--- src/rtl/we_event_monitor_if.sv ---
// WE event monitor host-side bundle.
// Event inputs, control pulses and readback outputs.
interface we_event_monitor_if #(
  parameter int N_CH  = 4,
  parameter int CNT_W = 32,
  parameter int SEL_W = 4
);
  logic [N_CH-1:0]  ev_in;
  logic [N_CH-1:0]  rise_en;
  logic [N_CH-1:0]  clr_trig;
  logic [N_CH-1:0]  sticky_clr;
  logic             snap_trig;
  logic [SEL_W-1:0] rd_sel;
  logic [N_CH-1:0]  pulse_out;
  logic [N_CH-1:0]  sticky_out;
  logic [N_CH-1:0]  ovf;
  logic [CNT_W-1:0] cnt_live;
  logic [CNT_W-1:0] cnt_snap;

  modport master (
    output ev_in, rise_en, clr_trig,
    output sticky_clr, snap_trig, rd_sel,
    input  pulse_out, sticky_out, ovf,
    input  cnt_live, cnt_snap
  );

  modport slave (
    input  ev_in, rise_en, clr_trig,
    input  sticky_clr, snap_trig, rd_sel,
    output pulse_out, sticky_out, ovf,
    output cnt_live, cnt_snap
  );
endinterface

--- src/rtl/we_event_monitor.sv ---
// N-channel event monitor: edge pulses, sticky bits,
// wrap/saturate counters and a coherent snapshot bank.
module we_event_monitor #(
  parameter int N_CH  = 4,
  parameter int CNT_W = 32,
  parameter int SAT   = 0,
  parameter int SEL_W = 4
) (
  input  logic clk_512k,
  input  logic rst,
  we_event_monitor_if.slave bus
);

  localparam logic [CNT_W-1:0] CNT_MAX = '1;
  localparam logic [CNT_W-1:0] CNT_ONE = CNT_W'(1);

  logic [N_CH-1:0]  ev_q;
  logic [N_CH-1:0]  rise;
  logic [N_CH-1:0]  inc;
  logic [N_CH-1:0]  pulse_q;
  logic [N_CH-1:0]  sticky_q;
  logic [N_CH-1:0]  ovf_q;
  logic [N_CH-1:0]  ovf_d;
  logic [CNT_W-1:0] cnt_q  [N_CH];
  logic [CNT_W-1:0] cnt_d  [N_CH];
  logic [CNT_W-1:0] snap_q [N_CH];

  assign rise = bus.ev_in & ~ev_q;
  assign inc  = (bus.rise_en & rise)
              | (~bus.rise_en & bus.ev_in);

  // ev_q tracks the input even in reset, so a level
  // already high at release is not seen as an edge.
  always_ff @(posedge clk_512k) begin
    ev_q <= bus.ev_in;
  end

  // A clear coinciding with an event restarts at 1
  // so that event is still counted.
  always_comb begin
    for (int i = 0; i < N_CH; i++) begin
      cnt_d[i] = cnt_q[i];
      ovf_d[i] = ovf_q[i];
      if (bus.clr_trig[i]) begin
        cnt_d[i] = inc[i] ? CNT_ONE : '0;
        ovf_d[i] = 1'b0;
      end else if (inc[i]) begin
        if (cnt_q[i] == CNT_MAX) begin
          cnt_d[i] = (SAT != 0) ? CNT_MAX : '0;
          ovf_d[i] = 1'b1;
        end else begin
          cnt_d[i] = cnt_q[i] + CNT_ONE;
        end
      end
    end
  end

  always_ff @(posedge clk_512k) begin
    if (rst) begin
      pulse_q  <= '0;
      sticky_q <= '0;
      ovf_q    <= '0;
      for (int i = 0; i < N_CH; i++) begin
        cnt_q[i]  <= '0;
        snap_q[i] <= '0;
      end
    end else begin
      pulse_q  <= rise;
      sticky_q <= rise | (sticky_q & ~bus.sticky_clr);
      ovf_q    <= ovf_d;
      for (int i = 0; i < N_CH; i++) begin
        cnt_q[i] <= cnt_d[i];
        if (bus.snap_trig) begin
          snap_q[i] <= cnt_q[i];
        end
      end
    end
  end

  // Out-of-range selects fall through to zero.
  always_comb begin
    bus.cnt_live = '0;
    bus.cnt_snap = '0;
    for (int i = 0; i < N_CH; i++) begin
      if (bus.rd_sel == SEL_W'(i)) begin
        bus.cnt_live = cnt_q[i];
        bus.cnt_snap = snap_q[i];
      end
    end
  end

  assign bus.pulse_out  = pulse_q;
  assign bus.sticky_out = sticky_q;
  assign bus.ovf        = ovf_q;

endmodule

--- src/flat_wrapper.sv ---
// flat-port wrapper written by rule: the top's interface ports become plain ports
module we_event_monitor_flat 
#(
  parameter int N_CH  = 4,
  parameter int CNT_W = 32,
  parameter int SAT   = 0,
  parameter int SEL_W = 4
)
  (clk_512k, rst, bus_ev_in, bus_rise_en, bus_clr_trig, bus_sticky_clr, bus_snap_trig, bus_rd_sel, bus_pulse_out, bus_sticky_out, bus_ovf, bus_cnt_live, bus_cnt_snap);
  we_event_monitor_if #(.N_CH(N_CH), .CNT_W(CNT_W), .SEL_W(SEL_W)) bus_i ();
  input  logic clk_512k;
  input  logic rst;
  input wire logic [$bits(bus_i.ev_in)-1:0] bus_ev_in;
  input wire logic [$bits(bus_i.rise_en)-1:0] bus_rise_en;
  input wire logic [$bits(bus_i.clr_trig)-1:0] bus_clr_trig;
  input wire logic [$bits(bus_i.sticky_clr)-1:0] bus_sticky_clr;
  input wire logic [$bits(bus_i.snap_trig)-1:0] bus_snap_trig;
  input wire logic [$bits(bus_i.rd_sel)-1:0] bus_rd_sel;
  output wire logic [$bits(bus_i.pulse_out)-1:0] bus_pulse_out;
  output wire logic [$bits(bus_i.sticky_out)-1:0] bus_sticky_out;
  output wire logic [$bits(bus_i.ovf)-1:0] bus_ovf;
  output wire logic [$bits(bus_i.cnt_live)-1:0] bus_cnt_live;
  output wire logic [$bits(bus_i.cnt_snap)-1:0] bus_cnt_snap;
  assign bus_i.ev_in = bus_ev_in;
  assign bus_i.rise_en = bus_rise_en;
  assign bus_i.clr_trig = bus_clr_trig;
  assign bus_i.sticky_clr = bus_sticky_clr;
  assign bus_i.snap_trig = bus_snap_trig;
  assign bus_i.rd_sel = bus_rd_sel;
  assign bus_pulse_out = bus_i.pulse_out;
  assign bus_sticky_out = bus_i.sticky_out;
  assign bus_ovf = bus_i.ovf;
  assign bus_cnt_live = bus_i.cnt_live;
  assign bus_cnt_snap = bus_i.cnt_snap;
  we_event_monitor #(.N_CH(N_CH), .CNT_W(CNT_W), .SAT(SAT), .SEL_W(SEL_W)) u_core (.clk_512k(clk_512k), .rst(rst), .bus(bus_i));
endmodule
--- config.mk ---
export PLATFORM = sky130hd
export DESIGN_NAME = we_event_monitor_flat
export DESIGN_NICKNAME = d
export VERILOG_FILES = /design/src/rtl/we_event_monitor_if.sv /design/src/rtl/we_event_monitor.sv /design/src/flat_wrapper.sv
export SDC_FILE = /design/constraint.sdc
export NUM_CORES = 1
export LEC_CHECK = 0
export ABC_AREA = 1
export CAP_MARGIN = 10
export CORE_MARGIN = 4
export CORE_UTILIZATION = 31
export DETAILED_ROUTE_END_ITERATION = 8
export GPL_TIMING_DRIVEN = 0
export PLACE_DENSITY = 0.49
export SYNTH_ARGS = -nofsm -noshare
export SYNTH_HDL_FRONTEND = slang
export SYNTH_SLANG_ARGS = --single-unit
--- constraint.sdc ---
create_clock -name clk_512k -period 2.95 [get_ports clk_512k]
set_clock_uncertainty 0.2 [all_clocks]
set_input_delay 0.59 -clock clk_512k [delete_from_list [all_inputs] [get_ports clk_512k]]
set_output_delay 0.59 -clock clk_512k [all_outputs]
set_load 0.02 [all_outputs]
### Word level (Yosys, flattened, before mapping)

Memory sizes are Yosys's and may differ from the RTL's.
Index checks and enable logic that the tools add are counted.

| cells by class | value |
|---|---|
| $add $sub $neg | 4 |
| eq/ne operators | 7 |
| multiplexer cells | 38 |
| bitwise operators | 17 |
| reduce and logical (&&, ||, !) cells | 9 |

Operators with widths:

| kind | number |
|---|---|
| two-way mux 32 bit | 28 |
| adder 32 x 1 -> 32 bit, second input constant | 4 |
| == test 32 bit, second input constant | 4 |
| AND 4 bit | 4 |
| NOT 4 bit | 3 |
| two-way mux 1 bit | 10 |
| == test 4 x 2 -> 1 bit, second input constant | 2 |
| OR 1 bit | 8 |
| OR 4 bit | 2 |
| AND reduction 2 bit | 4 |
| OR reduction 2 bit | 4 |
| == test 4 x 1 -> 1 bit, second input constant | 1 |
| logical NOT 4 bit | 1 |

| word-level totals | value |
|---|---|
| flip-flop bits (word level) | 16 |
| bits in writable memories | 256 |
| input port bits | 23 |
| logic and storage cells | 84 |
| memories | 2 |

Memory list:

| memory | words | width | rd ports | clocked after Yosys merged registers in | wr ports | RTL line | RTL |
|---|---|---|---|---|---|---|---|
| u_core.cnt_q | 4 | 32 | 4 | 0 | 4 | we_event_monitor.sv:24 | `logic [CNT_W-1:0] cnt_q [N_CH];` |
| u_core.snap_q | 4 | 32 | 4 | 0 | 4 | we_event_monitor.sv:26 | `logic [CNT_W-1:0] snap_q [N_CH];` |

### Depth between registers and ports, before layout

| depth | value |
|---|---|
| word-level depth | 7 |
| depth in mapped cells | 11 |
| mapped depth without buffers | 10 |

### Worst setup path before layout

No wires, ideal clock.

| timing path | value |
|---|---|
| path type | input port to flip-flop |
| start point | in rst |
| end point | mem u_core.snap_q[0][0] (enable) |
| setup time | 0.433 ns |
| arrival | 2.360 ns |
| data required time | 2.317 ns |
| slack | -0.043 ns |
| stages on the path | 2 |
| path buffers | 1 |
| path through | buf_2 > or2_2 |

RTL lines:

| what | RTL line | RTL |
|---|---|---|
| from (decl) | flat_wrapper.sv:12 | `input logic rst;` |
| to (decl) | we_event_monitor.sv:26 |  |

### Worst setup path in the final report

| timing path | value |
|---|---|
| start point | in bus_rd_sel[3] |
| end point | out bus_cnt_snap[9] |

| between the ends | value |
|---|---|
| cells in the longest elaborated chain, start to end | 5 |

Ends and longest elaborated chain:

| what | RTL line | RTL |
|---|---|---|
| from (decl) | flat_wrapper.sv:18 | `input wire logic [$bits(bus_i.rd_sel)-1:0] bus_rd_sel;` |
| logical NOT 4 bit | we_event_monitor.sv:85 | `if (bus.rd_sel == SEL_W'(i)) begin` |
| two-way mux 32 bit (3 in a row) | we_event_monitor.sv:85 |  |
| two-way mux 32 bit * | we_event_monitor.sv:85 |  |
| to (decl) | flat_wrapper.sv:23 | `output wire logic [$bits(bus_i.cnt_snap)-1:0] bus_cnt_snap;` |

Every way passes the cells marked *; elsewhere a longest branch is shown, timed or not.

==> summary.txt <==
Timing
  – Setup TNS: 0 ns
  – Final worst-path cycle share: 99.3%
  – Tmin final: 2.93 ns
  – Count of final max-slew check failures: 0
  – Unrepaired setup endpoints after global routing: no
  – Slew @ Worst Pin: 0.787 ns
  – Hold Worst Slack: 0.244 ns
  – Final Hold Violating Endpoints: 0
  – Max Clk Rate: 0.341 GHz
  – Rel. slew slack: 47.6%
  – Final setup violation count: 0

Drt
  – Vias: 12,600
  – Vias per inst: 4.87
  – Antenna viol nets, final: 0
  – Wire length per cell: between 15 and 20 um
  – WL final: 47,700 um
  – Drt drc: 0
  – Initial drt markers: 1,135
  – Detailed Routing Iterations Pass 1: 5

Global route
  – First-pass GRT wire length: 71,600 um
  – Grt ovf: 0
  – Vias in the first global route: 12,100
  – GRT Max-Usage Layer: met2
  – GR Util met1: 29.2%
  – Initial antenna violation count: 1
  – GRT Total Usage: about a fifth
  – Met3 GRT Util: 3.25%
  – Largest net degree at the start of global routing: 67
  – Grt met2 use: 29.9%

Floorplanning
  – Die X: approximately 220 um
  – Die ar.: ~0.048 mm2
  – Core Area: 0.0435 mm2
  – # IOs: slightly below 100
  – Die Y: between 200 and 250 um
  – Site Rows: 76
  – Starting Density: around a third

Worst setup path
  – Bufs and invs on worst path: 4
  – CP Cell Sequence: clkdlybuf4s15_1 -> nor2_4 -> bufbuf_16 -> nand3_4 -> clkbuf_8 -> o2111ai_2 -> clkdlybuf4s15_2
  – Crit path required time: approximately 2.2 ns
  – Startpoint type of the worst setup path: input pin
  – Max FO, Critical Path: 10
  – CP delay by family, top: buffers and inverters
  – Worst Path Arrival: approximately 2.1 ns
  – Worst path max stage delay: 0.31 ns
  – CP endpoint kind: primary output
  – Kind of critical path: in2out
  – Slowest cell on crit path: clkdlybuf4s15_2

Logic synthesis
  – Top-count cell post-synth: nor2_1
  – Syn_nets: 1,851
  – Post-synth top area share: between 20% and 30%
  – Yosys Warn Count: 0
  – Commonest cells in the netlist: nor2_1, nand2_1, inv_1
  – Gate Count Post-Synth: 1,824
  – Top_reg_cell synth: dfxtp_1
  – Leading area contributor after synthesis: edfxtp_1
  – Netlist cell types: 35
  – Number of enable flip-flop cells after synthesis: between 100 and 150
  – Syn_area_per_cell: 7.53 um2
  – Post-synthesis async set-or-reset flop share: 0%
  – Post-Syn Area: 0.0137 mm2
  – Part of the Yosys area used for sequential elements: about half
  – Area contributors post-synth: edfxtp_1, dfxtp_1, nor2_1, nand2_1, inv_1
  – Post-synthesis register bit count: between 200 and 300

Clock network
  – CTS sink count: 272
  – Clk buf depth: 3
  – Clock Pin Slew Worst Setup and Hold Paths: 0.06 ns
  – Total clock buffers created by CTS: 31
  – Hold-fix buffers at CTS: 0
  – CTS tree: done
  – Root buffer cell: clkbuf_16
  – Clk_lat worst skew: 0.57 ns
  – Max H-tree Level: 1

Place
  – Placed insts: 2,508
  – GPL Wtd Cong: 0.897
  – PortBufs: 98
  – Post-DP HPWL: 36,700 um

Finish
  – N_diodes: 0
  – Final Non-Filler Cells: between 2,000 and 3,000
  – Nets: 1,999
  – Util after Layout: 40.2%
  – Share of cells above drive strength 1: 14.8%
  – Synth-to-Final Area Change: 27.3%

Worst hold path
  – Worst hold path type: reg2reg

Power and ir drop
  – Leak: about 6.4 nW
  – VDD IR max: 0.000392 V
  – PwrDens: 496 mW/mm2

Flow run
  – Max-cap violation count: 0

Status
  – Outcome: finished, final reports clean
-- registers in the layout, indices dropped and copies added, names as in the netlist --
register and count:
u_core.bus.ovf 4, u_core.bus.pulse_out 4, u_core.bus.sticky_out 4, u_core.cnt_q 128
u_core.ev_q 4, u_core.snap_q 128
-- metrics by stage --
stage	setup WS (ns)	instance area, um2	power (mW)
after floorplan	0.420	13700	4.34
after global placement	-1.31	15400	4.54
after detailed placement	-1.29	15500	4.55
after CTS	-0.00688	17400	8.74
after global routing	0.000631	17500	8.93
final	0.0199	17500	8.67
-- worst min-delay path, stage by stage (launching register included) --
cell     delay (ns)
dfxtp_1        0.30
inv_1          0.04
a21oi_1        0.05
-- placed cells by master, fill, tap and decap left out, types with 10 or more instances in the layout --
cell type	instances
xor2_1	36
o2111ai_1	14
nor2_4	11
nand3_1	118
clkbuf_16	38
edfxtp_1	128
buf_2	45
clkdlybuf4s50_1	30
nand4_1	14
inv_1	243
o21ai_0	22
clkbuf_8	11
nand2_2	10
buf_4	36
o22ai_2	14
nand2_1	397
a21oi_1	59
o21ai_1	17
dfxtp_1	144
o22ai_4	16
nor3_1	37
nor2_1	400
nor2_2	13
clkbuf_1	10
-- layer usage --
layer,share of wire [%],vias up
li1,-,6197
met3,7.6,56
met2,43,417
met5,0,-
met1,48,5900
met4,2.1,0
-- power breakdown --
part / internal, mW / switching [mW] / total, mW
logic: 0.155 / 0.322 / 0.478
registers: 4.03 / 0.0365 / 4.06
clock network: 2.51 / 1.62 / 4.13
-- path summary, 6_finish.rpt --
check	startpoint	end	slack [ns]	cells after the start
max	bus_rd_sel[3]	bus_cnt_snap[9]	0.02	7
min	u_core.bus.ovf[1]$_SDFFE_PP0P_	u_core.bus.ovf[1]$_SDFFE_PP0P_	0.24	2
max reg2reg	u_core.cnt_q[0][64]$_SDFFE_PP0P_	u_core.cnt_q[0][79]$_SDFFE_PP0P_	0.58	8
min reg2reg	u_core.bus.ovf[1]$_SDFFE_PP0P_	u_core.bus.ovf[1]$_SDFFE_PP0P_	0.24	2
-- timing repair --
action / in CTS / in global routing
gates cloned: 10 / 1
endpoints found under the setup margin: 130 / 62
gates resized for setup: 471 / 44
setup buffers: 6 / 0
pin swaps: 4 / 3
-- final cells by class --
cell class                 count  area (um2)
fill                        4495       26000
sequential                   272        6730
multi-input combinational   1252        6470
timing repair buffer         114        1070
inverter                     251         947
clock buffer                  39         836
tap                          585         732
buffer                        50         463
clock inverter                18         233
-- logic make-up (layout without fill, tap and decap cells) --
logic type	Yosys count	in the layout	synth area share, %
buffers and inverters	302	472	8.67
AOI/OAI and AO/OA	184	184	7.97
DFF	272	272	49.0
xor gates and xnor gates	36	36	2.30
and+or+nand+nor	1026	1028	31.7
adders and majority gates	4	4	0.364
Note: power is estimated with default switching activity, not from simulation.
